### src/rtl/seq_fixed_div_pkg.sv
// Shared fixed-point constants and types for the fractal datapath (default Q1.17).
package fractal_fixed_pkg;

    localparam int FIX_INT_BITS  = 1;
    localparam int FIX_FRAC_BITS = 17;
    localparam int FIX_NUM_BITS  = FIX_INT_BITS + FIX_FRAC_BITS;

    typedef logic signed [FIX_NUM_BITS-1:0] fixed_t;

    localparam fixed_t FIX_MAX = {1'b0, {(FIX_NUM_BITS-1){1'b1}}};
    localparam fixed_t FIX_MIN = {1'b1, {(FIX_NUM_BITS-1){1'b0}}};

    typedef enum logic [1:0] {
        IDLE = 2'd0,
        CALC = 2'd1,
        DONE = 2'd2
    } div_state_t;

endpackage

### src/rtl/seq_fixed_div_if.sv
// Operand/result handshake bundle for seq_fixed_div; master = producer/consumer side, slave = divider.
interface seq_fixed_div_if
    import fractal_fixed_pkg::*;
#(
    parameter int NUM_BITS = FIX_NUM_BITS
);

    logic                in_valid;
    logic                in_ready;
    logic [NUM_BITS-1:0] a;
    logic [NUM_BITS-1:0] b;
    logic                out_valid;
    logic                out_ready;
    logic [NUM_BITS-1:0] out;
    logic                div_by_zero;
    logic                overflow;

    modport master (
        output in_valid, a, b, out_ready,
        input  in_ready, out_valid, out, div_by_zero, overflow
    );

    modport slave (
        input  in_valid, a, b, out_ready,
        output in_ready, out_valid, out, div_by_zero, overflow
    );

endinterface

### src/rtl/seq_fixed_div_step.sv
// One combinational restoring-division step: shift in a dividend bit, subtract divisor if it fits.
module div_step #(
    parameter int W = 18
) (
    input  logic [W-1:0] rem_i,
    input  logic [W-1:0] divisor_i,
    input  logic         dvd_bit_i,
    output logic [W-1:0] rem_o,
    output logic         q_bit_o
);

    logic [W:0] trial_s;

    // Trial subtraction on the shifted partial remainder
    always_comb begin
        trial_s = {rem_i, dvd_bit_i};
        if (trial_s >= {1'b0, divisor_i}) begin
            q_bit_o = 1'b1;
            rem_o   = W'(trial_s - {1'b0, divisor_i});
        end else begin
            q_bit_o = 1'b0;
            rem_o   = trial_s[W-1:0];
        end
    end

endmodule

### src/rtl/seq_fixed_div.sv
// Iterative signed fixed-point divider out = a / b, one quotient bit per clock.
// Define SEQ_DIV_ROUND_EN for a guard-bit step with round-half-away-from-zero (else truncate).
module seq_fixed_div
    import fractal_fixed_pkg::*;
#(
    parameter int INT_BITS  = FIX_INT_BITS,
    parameter int FRAC_BITS = FIX_FRAC_BITS
) (
    input  logic          clock,
    input  logic          reset,
    seq_fixed_div_if.slave bus
);

    localparam int NUM_BITS = INT_BITS + FRAC_BITS;
`ifdef SEQ_DIV_ROUND_EN
    localparam int RND = 1;
`else
    localparam int RND = 0;
`endif
    localparam int STEPS = NUM_BITS - 1 + RND;
    localparam int CW    = $clog2(STEPS);
    localparam int OW    = NUM_BITS + INT_BITS - 1;
    localparam logic [NUM_BITS-1:0] MAX_C  = {1'b0, {(NUM_BITS-1){1'b1}}};
    localparam logic [NUM_BITS-1:0] MIN_C  = {1'b1, {(NUM_BITS-1){1'b0}}};
    localparam logic [CW-1:0]       LAST_C = CW'(STEPS - 1);

    div_state_t          state_q, state_d;
    logic [CW-1:0]       cnt_q, cnt_d;
    logic [NUM_BITS-1:0] rem_q, rem_d, divisor_q, divisor_d;
    logic [STEPS-1:0]    dvd_q, dvd_d;
    logic [STEPS-2:0]    quo_q, quo_d;
    logic                sign_q, sign_d, a_neg_q, a_neg_d, dbz_q, dbz_d, ovf_q, ovf_d;
    logic [NUM_BITS-1:0] res_q, res_d;
    logic                res_dbz_q, res_dbz_d, res_ovf_q, res_ovf_d;

    logic [NUM_BITS-1:0] mag_a_s, mag_b_s, step_rem_s, mag_q_s;
    logic [STEPS-1:0]    quo_fin_s;
    logic                step_q_s, round_ovf_s;

    div_step #(.W(NUM_BITS)) u_step (
        .rem_i     (rem_q),
        .divisor_i (divisor_q),
        .dvd_bit_i (dvd_q[STEPS-1]),
        .rem_o     (step_rem_s),
        .q_bit_o   (step_q_s)
    );

    // Operand magnitudes; |MIN| = 2^(NUM_BITS-1) is exact as unsigned
    always_comb begin
        mag_a_s = bus.a[NUM_BITS-1] ? ((~bus.a) + NUM_BITS'(1)) : bus.a;
        mag_b_s = bus.b[NUM_BITS-1] ? ((~bus.b) + NUM_BITS'(1)) : bus.b;
    end

    // Final quotient magnitude, with optional guard-bit rounding
    always_comb begin
        quo_fin_s = {quo_q, step_q_s};
`ifdef SEQ_DIV_ROUND_EN
        mag_q_s     = NUM_BITS'(quo_fin_s[STEPS-1:1]) + NUM_BITS'(quo_fin_s[0]);
        round_ovf_s = sign_q ? (mag_q_s > MIN_C) : (mag_q_s > MAX_C);
`else
        mag_q_s     = NUM_BITS'(quo_fin_s);
        round_ovf_s = 1'b0;
`endif
    end

    // FSM next state and iteration datapath
    always_comb begin
        state_d   = state_q;
        cnt_d     = cnt_q;
        rem_d     = rem_q;
        divisor_d = divisor_q;
        dvd_d     = dvd_q;
        quo_d     = quo_q;
        sign_d    = sign_q;
        a_neg_d   = a_neg_q;
        dbz_d     = dbz_q;
        ovf_d     = ovf_q;
        case (state_q)
            IDLE: begin
                if (bus.in_valid) begin
                    state_d   = CALC;
                    cnt_d     = {CW{1'b0}};
                    // Leading quotient bits are zero whenever no overflow, so start part-way in
                    rem_d     = mag_a_s >> (INT_BITS - 1);
                    dvd_d     = STEPS'({mag_a_s, {(FRAC_BITS + RND){1'b0}}});
                    quo_d     = {(STEPS-1){1'b0}};
                    divisor_d = mag_b_s;
                    sign_d    = bus.a[NUM_BITS-1] ^ bus.b[NUM_BITS-1];
                    a_neg_d   = bus.a[NUM_BITS-1];
                    dbz_d     = (bus.b == {NUM_BITS{1'b0}});
                    ovf_d     = (bus.b != {NUM_BITS{1'b0}}) &&
                                (OW'(mag_a_s) >= (OW'(mag_b_s) << (INT_BITS - 1)));
                end else begin
                    state_d = IDLE;
                end
            end
            CALC: begin
                rem_d = step_rem_s;
                dvd_d = {dvd_q[STEPS-2:0], 1'b0};
                quo_d = quo_fin_s[STEPS-2:0];
                cnt_d = cnt_q + CW'(1);
                if (cnt_q == LAST_C) begin
                    state_d = DONE;
                end else begin
                    state_d = CALC;
                end
            end
            DONE: begin
                if (bus.out_ready) begin
                    state_d = IDLE;
                end else begin
                    state_d = DONE;
                end
            end
            default: state_d = IDLE;
        endcase
    end

    // Result selection, captured on the last CALC edge
    always_comb begin
        res_d     = res_q;
        res_dbz_d = res_dbz_q;
        res_ovf_d = res_ovf_q;
        if ((state_q == CALC) && (cnt_q == LAST_C)) begin
            res_dbz_d = dbz_q;
            res_ovf_d = ~dbz_q & (ovf_q | round_ovf_s);
            if (dbz_q) begin
                res_d = a_neg_q ? MIN_C : MAX_C;
            end else if (ovf_q || round_ovf_s) begin
                res_d = sign_q ? MIN_C : MAX_C;
            end else if (sign_q) begin
                res_d = (~mag_q_s) + NUM_BITS'(1);
            end else begin
                res_d = mag_q_s;
            end
        end else begin
            res_d = res_q;
        end
    end

    // State and datapath registers
    always_ff @(posedge clock or posedge reset) begin
        if (reset) begin
            state_q   <= IDLE;
            cnt_q     <= {CW{1'b0}};
            rem_q     <= {NUM_BITS{1'b0}};
            divisor_q <= {NUM_BITS{1'b0}};
            dvd_q     <= {STEPS{1'b0}};
            quo_q     <= {(STEPS-1){1'b0}};
            sign_q    <= 1'b0;
            a_neg_q   <= 1'b0;
            dbz_q     <= 1'b0;
            ovf_q     <= 1'b0;
            res_q     <= {NUM_BITS{1'b0}};
            res_dbz_q <= 1'b0;
            res_ovf_q <= 1'b0;
        end else begin
            state_q   <= state_d;
            cnt_q     <= cnt_d;
            rem_q     <= rem_d;
            divisor_q <= divisor_d;
            dvd_q     <= dvd_d;
            quo_q     <= quo_d;
            sign_q    <= sign_d;
            a_neg_q   <= a_neg_d;
            dbz_q     <= dbz_d;
            ovf_q     <= ovf_d;
            res_q     <= res_d;
            res_dbz_q <= res_dbz_d;
            res_ovf_q <= res_ovf_d;
        end
    end

    assign bus.in_ready    = (state_q == IDLE);
    assign bus.out_valid   = (state_q == DONE);
    assign bus.out         = res_q;
    assign bus.div_by_zero = res_dbz_q;
    assign bus.overflow    = res_ovf_q;

endmodule

### src/flat_wrapper.sv
// flat-port wrapper written by rule: the top's interface ports become plain ports
module seq_fixed_div_flat import fractal_fixed_pkg::*;
#(
    parameter int INT_BITS  = FIX_INT_BITS,
    parameter int FRAC_BITS = FIX_FRAC_BITS
)
  (clock, reset, bus_in_valid, bus_a, bus_b, bus_out_ready, bus_in_ready, bus_out_valid, bus_out, bus_div_by_zero, bus_overflow);
  seq_fixed_div_if #(.NUM_BITS(18)) bus_i ();
  input  logic clock;
  input  logic reset;
  input wire logic [$bits(bus_i.in_valid)-1:0] bus_in_valid;
  input wire logic [$bits(bus_i.a)-1:0] bus_a;
  input wire logic [$bits(bus_i.b)-1:0] bus_b;
  input wire logic [$bits(bus_i.out_ready)-1:0] bus_out_ready;
  output wire logic [$bits(bus_i.in_ready)-1:0] bus_in_ready;
  output wire logic [$bits(bus_i.out_valid)-1:0] bus_out_valid;
  output wire logic [$bits(bus_i.out)-1:0] bus_out;
  output wire logic [$bits(bus_i.div_by_zero)-1:0] bus_div_by_zero;
  output wire logic [$bits(bus_i.overflow)-1:0] bus_overflow;
  assign bus_i.in_valid = bus_in_valid;
  assign bus_i.a = bus_a;
  assign bus_i.b = bus_b;
  assign bus_i.out_ready = bus_out_ready;
  assign bus_in_ready = bus_i.in_ready;
  assign bus_out_valid = bus_i.out_valid;
  assign bus_out = bus_i.out;
  assign bus_div_by_zero = bus_i.div_by_zero;
  assign bus_overflow = bus_i.overflow;
  seq_fixed_div #(.INT_BITS(INT_BITS), .FRAC_BITS(FRAC_BITS)) u_core (.clock(clock), .reset(reset), .bus(bus_i));
endmodule
### config.mk
export PLATFORM = sky130hd
export DESIGN_NAME = seq_fixed_div_flat
export DESIGN_NICKNAME = d
export VERILOG_FILES = /design/src/rtl/seq_fixed_div_pkg.sv /design/src/rtl/seq_fixed_div_if.sv /design/src/rtl/seq_fixed_div_step.sv /design/src/rtl/seq_fixed_div.sv /design/src/flat_wrapper.sv
export SDC_FILE = /design/constraint.sdc
export NUM_CORES = 1
export LEC_CHECK = 0
export ABC_AREA = 1
export CORE_UTILIZATION = 40
export CTS_BUF_LIST = sky130_fd_sc_hd__clkbuf_16
export DETAILED_ROUTE_END_ITERATION = 10
export PLACE_DENSITY_LB_ADDON = 0.3
export SYNTH_ARGS = -nofsm -noshare
export SYNTH_HDL_FRONTEND = slang
export SYNTH_SLANG_ARGS = --single-unit
### constraint.sdc
create_clock -name clock -period 3.85 [get_ports clock]
set_clock_uncertainty 0.05 [all_clocks]
set_input_delay 1.155 -clock clock [delete_from_list [all_inputs] [get_ports clock]]
set_output_delay 1.155 -clock clock [all_outputs]
set_load 0.02 [all_outputs]
==> out/metrics.cfg <==
[sta]
slew_headroom_pct = 53.3
fmax_mhz = 279
final.min_clock_period_ns = 3.58
worstMarginPinSlew_ns = 0.700
fin_ws_ns = 0.267
slew_viol_final = 0
whs_ns = 0.440
finalSetupViolCount = 0
hold_viol_final = 0
period_share_pct = 93.1

[final_layout]
drive_gt1_share_pct = 14.9
multiInputGateArea_um2 = 3820
nFillCells = 1533
syn_to_final_growth_pct = 26.5
seq_area_um2 = 2080
layout.nets = 1046
diodes = 0

[setup_path]
cp_data_required_time_ns = 4.07
cp.arrival_ns = 3.81
worstSetupEndpointType = flip-flop
crit_path_start_kind = primary input
worstPathMaxFanout = 3
crit_type = primary input to flip-flop

[clocking]
clkSinkCount = 83
path_clk_slew_ns = 0.07
htreeDepth = 3
root_buffer = clkbuf_16
worstSkewPairLatency_ns = 0.35
tritoncts = done
cts.path.max_buffers = 2
cts_made_buffers = 9

[placed_design]
dp_slack_ns = -0.325
gp_congestion = 0.864
dpl.hpwl_mm = 12.7
io_buffers = 61

[synthesis]
synth_ff_type = dfrtp_1
netlist_area_um2 = 6320
synth_top_area_share_pct = 32.9
netlist_top_cells_count = 197 x nand2_1, 112 x inv_1, 83 x dfrtp_1
async_flop_share_pct = 100
yosys_warnings = 0
yosysTopAreaCell = dfrtp_1
ys_types = 53
syn_avg_cell_area_um2 = 7.36
synth_fp_nets = 941
netlist_instances = 858
ys_ff_latch = 83
ys_seq_area_share_pct = 32.9
synth_edf_count = 0
ys_top_cells_by_area = dfrtp_1 33%, nand2_1 12%, ha_1 8.3%
post-synth-top-count-cell = nand2_1

[routing]
met2_length_mm = 7.65
detail-route-antenna-nets = 0
routedLengthMet1_mm = 7.66
drc_errors = 0
drtIter0Drc = 360
postRouteWirelength_mm = 16.4
wl_met3_um = 847
routed.top_layer = met4
dr.pass1.iters = 5
via_per_inst = 5.05
routedWlPerCell_um = 13.9
vias = 5950

[floorplan]
ios = 62
initial_utilization_pct = 41.3
core_um2 = 15300
rows = 45
design.die.area_um2 = 16300
die_w_um = 128
die_h_um = 128

[global_routing]
overflow = 0
grt_usage_pct = 21.0
grt_pass1_vias = 5629
grt_max_degree = 34
grt_antenna_before_repair = 0
grt_pass1_wl_mm = 27.4

[power]
power.total_w = 0.00692
ir_drop_v = 0.000363
power_density_nw_per_um2 = 866
p_leak_nw = 3.84

[job]
drv_cap = 0

[status]
status = completed

[min_path]
hp-class = flip-flop to flip-flop

flip-flops by register name, summed over array words and instances, names as in the netlist:
name / cells
u_core.cnt_q: 5
u_core.bus.div_by_zero: 1
u_core.quo_q: 16
u_core.a_neg_q: 1
u_core.sign_q: 1
u_core.bus.out: 18
u_core.ovf_q: 1
u_core.state_q: 2
u_core.rem_q: 18
u_core.bus.overflow: 1
u_core.divisor_q: 18
u_core.dbz_q: 1
path summary, 6_finish.rpt:
kind,from,endpoint,slack (ns),depth (start not counted)
min in group asynchronous,reset,u_core.divisor_q[15],1.15,2
max,bus_b[3],u_core.ovf_q,0.27,19
max in group asynchronous,reset,u_core.bus.out[10],1.90,3
min,u_core.a_neg_q,u_core.a_neg_q,0.44,2
min reg2reg,u_core.a_neg_q,u_core.a_neg_q,0.44,2
max reg2reg,u_core.rem_q[15],u_core.bus.out[16],0.86,17
critical path, stage by stage:
cell	delay, ns
clkdlybuf4s50_1	0.39
inv_1	0.12
nand3_4	0.10
nor4_4	0.25
nand2_1	0.12
nor2_2	0.17
buf_4	0.13
nand3_1	0.06
nand2_1	0.08
nand2_1	0.05
nand2_1	0.09
inv_1	0.05
ha_1	0.31
nand2_4	0.08
nor4_4	0.30
o211ai_1	0.13
nand4_1	0.09
nand2_1	0.05
o21ai_1	0.06
metrics by stage:
stage / cell area [µm²] / setup TNS [ns] / std cells / utilization [%]
6_report: 7990 / 0 / 1179 / 52.2
5_1_grt: 7990 / -0.0129 / 1179 / 52.2
4_1_cts: 7800 / 0 / 1176 / 50.9
3_5_place_dp: 7510 / -0.325 / 1160 / 49.1
3_3_place_gp: 7510 / -0.205 / 1160 / 49.1
2_1_floorplan: 6320 / 0 / 858 / -
report_power, final:
| part | internal, W | total, W | switching [W] |
|---|---|---|---|
| registers | 0.00133 | 0.00164 | 0.000317 |
| clock network | 0.000454 | 0.000851 | 0.000396 |
| logic | 0.00177 | 0.00443 | 0.00266 |
what timing repair did:
item | 4_1_cts | 5_1_grt
endpoints found under the setup margin | 0 | 1
gates resized for setup | 0 | 36
hold endpoints to repair | 0 | 0
hold buffers | 0 | 0
buffers inserted | 0 | 3
routing by layer:
layer,GRT usage (%),vias up
li1,-,3035
met3,1.79,21
met2,34.7,161
met1,29.2,2733
met5,0,-
met4,6.85,0
cell families after synthesis:
group                      count (synthesis)  synth area share, %
adders and majority gates                 43                 8.63
buffers and inverters                    147                 9.31
DFF                                       83                 32.9
and+or+nand+nor                          355                 25.4
xor gates and xnor gates                  50                 6.93
AOI/OAI and AO/OA                        179                 16.7
muxes                                      1                0.158
cell usage in the layout, fill, tap and decap left out, types with 6 or more instances in the layout:
cell               n
xor2_1            38
inv_2             10
buf_4             58
o21ai_0           70
o21ai_1           21
nand2_1          191
nand2_2           10
a21oi_1           27
nor2_4             6
nor2_1            57
o22ai_1           17
inv_1            108
xnor2_1           11
ha_1              37
dfrtp_1           83
clkbuf_16          9
nor3_1            10
nand3_2            6
clkdlybuf4s50_1   59
a22oi_1           12
nand3_1           30
nand4_1           16
layout make-up:
cell class                 count  area share (%)
clock buffer                   9            2.82
clock inverter                 7           0.814
inverter                     120            5.68
multi-input combinational    628            47.8
sequential                    83            26.0
tap                          211            3.30
timing repair buffer         121            13.6
No activity file was read; power rests on OpenSTA's default activity.
